**config.mk**
```make
export PLATFORM = sky130hd
export DESIGN_NAME = reg_file
export DESIGN_NICKNAME = d
export VERILOG_FILES = /design/src/rtl/reg_file.sv
export SDC_FILE = /design/constraint.sdc
export NUM_CORES = 2
export LEC_CHECK = 0
export CAP_MARGIN = 20
export CORE_UTILIZATION = 30
export CTS_CLUSTER_SIZE = 12
export DETAILED_ROUTE_END_ITERATION = 10
export PLACE_DENSITY = 0.51
export SETUP_SLACK_MARGIN = 0.4
export SLEW_MARGIN = 20
export SYNTH_ARGS = -nofsm -noshare
export SYNTH_HDL_FRONTEND = slang
export SYNTH_SLANG_ARGS = --single-unit
```
**constraint.sdc**
```tcl
create_clock -name clk -period 2.6 [get_ports clk]
set_input_delay 0.52 -clock clk [delete_from_list [all_inputs] [get_ports clk]]
set_output_delay 0.52 -clock clk [all_outputs]
set_load 0.02 [all_outputs]
```
**src/rtl/reg_file.sv**
```systemverilog
// reg_file: NREG x DATA_W architectural register file with two operand read
// ports, a debug read port, one write-back port and a saturating count of
// committed writes.
//
// Ports:
//   clk       - clock; all state updates on the rising edge
//   reset_n   - asynchronous active-low reset; clears all registers and wr_count
//   rs_addr   - read port A address (ALU first operand)
//   rt_addr   - read port B address (ALU second-operand mux)
//   wr_en     - write-back enable
//   wr_addr   - write-back destination register
//   wr_data   - write-back value
//   dbg_addr  - debug read port address
//   rs_data   - read port A data (combinational)
//   rt_data   - read port B data (combinational)
//   dbg_data  - debug read port data (combinational)
//   wr_count  - number of committed writes, saturating at all-ones
module reg_file #(
    parameter int unsigned DATA_W = 32,
    parameter int unsigned NREG   = 32,
    parameter int unsigned CNT_W  = 16
) (
    input  logic              clk,
    input  logic              reset_n,
    input  logic [4:0]        rs_addr,
    input  logic [4:0]        rt_addr,
    input  logic              wr_en,
    input  logic [4:0]        wr_addr,
    input  logic [DATA_W-1:0] wr_data,
    input  logic [4:0]        dbg_addr,
    output logic [DATA_W-1:0] rs_data,
    output logic [DATA_W-1:0] rt_data,
    output logic [DATA_W-1:0] dbg_data,
    output logic [CNT_W-1:0]  wr_count
);

    logic [DATA_W-1:0] regs_q [NREG];
    logic [DATA_W-1:0] regs_d [NREG];
    logic [CNT_W-1:0]  wr_count_q;
    logic [CNT_W-1:0]  wr_count_d;
    logic              commit;

    // A write commits only to an existing, nonzero register.
    assign commit = wr_en && (wr_addr != 5'd0) && (32'(wr_addr) < NREG);

    // Register 0 and out-of-range addresses read as zero. The bypass is gated
    // by reset_n so every port reads zero while reset is held, even with a
    // write pending.
    function automatic logic [DATA_W-1:0] read_port(input logic [4:0] addr);
        logic [DATA_W-1:0] val;
        val = '0;
        if (addr != 5'd0 && 32'(addr) < NREG) begin
            if (commit && reset_n && addr == wr_addr) begin
                val = wr_data;
            end else begin
                val = regs_q[addr];
            end
        end
        return val;
    endfunction

    always_comb begin
        rs_data  = read_port(rs_addr);
        rt_data  = read_port(rt_addr);
        dbg_data = read_port(dbg_addr);
    end

    always_comb begin
        regs_d = regs_q;
        if (commit) begin
            regs_d[wr_addr] = wr_data;
        end
        regs_d[0] = '0;
    end

    always_comb begin
        wr_count_d = wr_count_q;
        if (commit && wr_count_q != '1) begin
            wr_count_d = wr_count_q + 1'b1;
        end
    end

    always_ff @(posedge clk or negedge reset_n) begin
        if (!reset_n) begin
            for (int unsigned i = 0; i < NREG; i++) begin
                regs_q[i] <= '0;
            end
            wr_count_q <= '0;
        end else begin
            regs_q     <= regs_d;
            wr_count_q <= wr_count_d;
        end
    end

    assign wr_count = wr_count_q;

endmodule
```
-- Yosys cells after proc, flatten, opt, wreduce, memory -nomap -nowiden
Index checks and enable logic that the tools add are counted.
W data, S select, Z words.
- bits in registers: 1008
- latch bits: 0
- bits in writable memories: 0
- ROM bits: 0
- bits of input ports: 55
- output and inout port bits: 112
- logic and storage cells: 75
- memories: 0
- add/sub/neg operators: 1
- multiply operators: 0
- div/mod/pow operators: 0
- order comparisons: 5
- equality and inequality tests: 4
- shift operators: 0
- muxes and demuxes: 18
- bitwise operators: 4
- reductions and logical operators: 11
- operator list (kind ; count):
    $bwmux W1024 ; 1
    $bmux W32 S5 ; 3
    $mux W32 ; 13
    $demux W32 S5 ; 1
    $ge A6 B6 Y1 const B ; 4
    $not A5 Y6 ; 4
    $reduce_bool A5 Y1 ; 4
    $add A16 B1 Y16 const B ; 1
    $ne A16 B16 Y1 const B ; 1
    $eq A5 B5 Y1 ; 3
    $logic_and A1 B1 Y1 ; 7
    $lt A6 B1 Y1 const B ; 1

-- Logic depth before layout (Yosys ltp)
- word-level depth: 6
- gate-level depth with buffers: 10
- mapped depth without buffers: 6

-- Least setup slack after synthesis
OpenSTA, ideal clock, no wires.
- kind: input -> output
- start: input port rs_addr[0]
- end: output port rs_data[10]
- arrival: 2.367 ns
- setup slack: -0.287 ns
- stages: 9
- path buffers: 4
- cells stage by stage: buf_2 > buf_6 > buf_6 > xnor2_1 > and3_1 > a31o_2 > buf_2 > o221ai_1 > a211oi_1
- cells in the longest elaborated chain, start to end: 6
- elaborated cells on any way between the ends: 9
- RTL lines (item ; RTL line ; RTL):
    start: declaration ; 25 ; input logic [4:0] rs_addr,
    $not A5 Y6 (implied by the code) ; 56 ; val = regs_q[addr];
    $bmux W32 S5 ; 56 ;
    $mux W32 (implied by the code) (2 in a row) ; 56 ;
    $mux W32 ; 53 ; if (commit && reset_n && addr == wr_addr) begin
    $mux W32 (*) ; 52 ; if (addr != 5'd0 && 32'(addr) < NREG) begin
    end: declaration ; 31 ; output logic [DATA_W-1:0] rs_data,
Mark *: on every way between the ends. The rest lies on a longest branch, timed or not. The select of a mux whose other input is x is not followed.

-- Worst setup path after layout
- start: register regs_q[527] (netlist bit)
- end: output port rt_data[15]
- cells in the longest elaborated chain, start to end: 5
- RTL lines (item ; RTL line ; RTL):
    start: declaration ; 37 ; logic [DATA_W-1:0] regs_q [NREG];
    start signal: assignment ; 90 ; regs_q <= regs_d;
    $bmux W32 S5 ; 56 ;
    $mux W32 (implied by the code) (2 in a row) ; 56 ;
    $mux W32 ; 53 ;
    $mux W32 ; 52 ;
    end: declaration ; 32 ; output logic [DATA_W-1:0] rt_data,
Every way passes these cells. The select of a mux whose other input is x is not followed.

==> metrics.md <==
| Metric | Value |
|---|---|
| Area growth syn-to-layout | 34.3% |
| Vias in the first global route | 50650 |
| Die height | between 400 and 500 µm |
| Inst Count DP | just over 8000 |
| Via count | 49042 |
| Worst-path maximum fanout | 4 |
| Warnings from Yosys | 0 |
| Worst EP required | 2.08 ns |
| Synth area leader | dfrtp_1 |
| Antenna-violating nets left | 0 |
| Netlist cell types | between 50 and 60 |
| Leakage | 37.0 nW |
| Largest net degree at the start of global routing | 183 |
| Cells after synthesis | around 4500 |
| Share of the synthesized area in the top cell type | 0.396 |
| Final Hold Fails | 0 |
| Slew Limit Fails | 0 |
| Setup TNS | -52.91 ns |
| Number of max-cap violations | 0 |
| Avg Vias per Cell | 5.74 |
| FF+latch count, synth | 1008 |
| Status | complete, but fails checks |
| Fmax achieved | 302 MHz |
| End-of-flow core utilization | 0.407 |
| Fin crit share | 1.27 |
| Final nets | around 5700 |
| Main synth FF type | dfrtp_1 |
| Non-filler cells, final | ~8500 |
| Grt ovf | 0 |
| VDD IR max | between 600 and 700 µV |
| Final Hold Slack | 0.0615 ns |
| Clock sink count | 1008 |
| Number of synthesized flops with an enable pin | 0 |
| Drt drc | 0 |
| Max-slew headroom | 0.304 |
| Crit end category | output port |
| Pwr Density | roughly 700 mW/mm² |
| Synth cell count leaders | 1109 x mux2_2, 1008 x dfrtp_1, 605 x mux4_2 |
| Final Skew | 0.00373 ns |
| Post-route design area | 0.0855 mm² |
| Num CTS Buffers | approximately 120 |
| Critical path arrival | 2.79 ns |
| Most frequent cell after synthesis | mux2_2 |
| CTS tree | built |
| Async SR Flop Fraction | 1.00 |
| Site row count | 168 |
| Area post-placement | 0.0784 mm² |
| DIE AREA | 0.214 mm² |
| Total wire length | ~260 mm |
| Failing checks | negative setup slack |
| Avg Cell Area, Syn | between 10 and 15 µm² |
| Fin worst setup slack | -0.710 ns |
| CP dominant cell by count | mux4_2 |
| WP buf/inv | 1 |
| Slowest-stage cell, CP | mux4_2 |
| DIE WIDTH | around 460 µm |
| DRT Pass-1 Iters | 5 |
| Cell Area, Synth | approximately 0.064 mm² |
| Post-synthesis sequential area ratio | 0.396 |
| CTS root buf | clkbuf_16 |
| Worst Max-Slew Pin Slew | between 1 and 1.5 ns |
| I/O Buffers | 166 |
| Syn nets | 4583 |
| Worst-Skew Late Latency | a little under 0.8 ns |
| Initial drt markers | 4544 |
| Fin crit period | 3.31 ns |
| RePlAce Congestion | 0.873 |
| Slowest stage delay, CP | 0.54 ns |
| CTS clk-pin slew, worst paths | ~0.06 ns |
| Setup CP Type | register to output port |
| GRT Total Usage | 0.240 |
| Min-Delay Path Class | input port to async pin |
| Synth area leaders | dfrtp_1 40%, mux4_2 21%, mux2_2 20%, mux2i_1 3.5%, a22oi_1 1.5% |
| Top-level I/O count | 167 |
| First-pass GRT wire length | 377 mm |
| Starting Density | 0.303 |
| HPWL Detailed | approximately 180 mm |
| Worst setup SP type | register |
| Critical path's top delay family | multiplexers |
| Final setup fails | 96 |
| Routed wire per std cell | 30.5 µm |
| Antenna violations before repair | 1 |
| RSZ-0062 raised after global routing | yes |
| Layout cells sized above 1 | 0.640 |
| CTS H-tree depth | 3 |
| CTS Buffer Depth | 3 |
| CP cell instances | mux4_2 -> mux4_2 -> nand3_2 -> o211ai_1 -> clkbuf_16 |
| Core Region | 0.210 mm² |
placed cells by master, fill, tap and decap left out, drive strengths merged, types with 19 or more instances in the layout:
master,n
nor3,34
dlygate4sd2,19
clkdlybuf4s50,33
a22o,32
o21ai,24
clkbuf,191
dfrtp,1008
a221oi,88
a31oi,33
o221ai,31
mux2i,221
a22oi,127
mux4,640
nand3,127
o221a,31
mux2,1109
clkinv,21
a211oi,61
xor2,20
nor2b,96
nand2,139
nor2,73
o211ai,31
buf,1445
through the flow:
step | worst slack [ns] | power, W
2_1_floorplan | -0.0617 | 0.0314
3_3_place_gp | -1.28 | 0.0390
3_5_place_dp | -1.26 | 0.0394
4_1_cts | -0.756 | 0.0580
5_1_grt | -0.788 | 0.0606
6_report | -0.710 | 0.0581
kinds of logic (layout without fill, tap and decap cells):
group                    Yosys count  in the layout  share of synthesized area
adder cells (fa/ha/maj)            1              1                   0.000196
AND/OR/NAND/NOR                  519            519                     0.0404
XOR/XNOR                          30             30                    0.00413
multiplexers                    1970           1970                      0.459
other                              0              2                          0
buffers and inverters            523           1732                     0.0405
flip-flops                      1008           1008                      0.396
AO/OA/AOI/OAI                    476            476                     0.0593
path summary, 6_finish.rpt:
path / startpoint / to / slack (ns) / cells past startpoint
max reg2reg: wr_count[7] / wr_count[1] / 0.65 / 4
max: regs_q[527] / rt_data[15] / -0.71 / 5
min in group clk: wr_count[9] / wr_count[9] / 0.48 / 1
min: reset_n / regs_q[494] / 0.06 / 3
max in group asynchronous: reset_n / regs_q[705] / 0.97 / 4
min reg2reg: wr_count[9] / wr_count[9] / 0.48 / 1
layer usage:
| layer | track usage | up-vias | wire [µm] |
|---|---|---|---|
| met5 | 0 | - | 0 |
| met3 | 0.0390 | 444 | 16500 |
| met1 | 0.330 | 26531 | 113000 |
| met4 | 0.0874 | 0 | 10600 |
| met2 | 0.380 | 1839 | 121000 |
| li1 | - | 20228 | - |
worst min-delay path: cells and delay by family:
kind	cells	cell delay (ns)
buf+inv	3	0.81
registers in the layout, indices dropped and copies added (netlist names):
name and cells:
regs_q 992, wr_count 16
area by class of cell:
class / count / area (µm²)
Antenna cell: 2 / 5.00
Clock buffer: 184 / 3590
Clock inverter: 35 / 444
Fill cell: 19626 / 125000
Inverter: 4 / 15.0
Multi-Input combinational cell: 2996 / 37600
Sequential cell: 1008 / 25200
Tap cell: 2805 / 3510
Timing Repair Buffer: 1509 / 15100
report_power, final:
part           internal [W]  switching (W)
logic                0.0115        0.00782
clock network        0.0102        0.00733
registers            0.0188        0.00245
what timing repair did:
action,4_1_cts,5_1_grt
endpoints found under the setup margin,112,96
pin swaps,120,37
gates cloned,3,1
buffers inserted,91,54
gates resized for setup,671,98
hold buffers,0,0
Power figures use the tool's default switching activity.
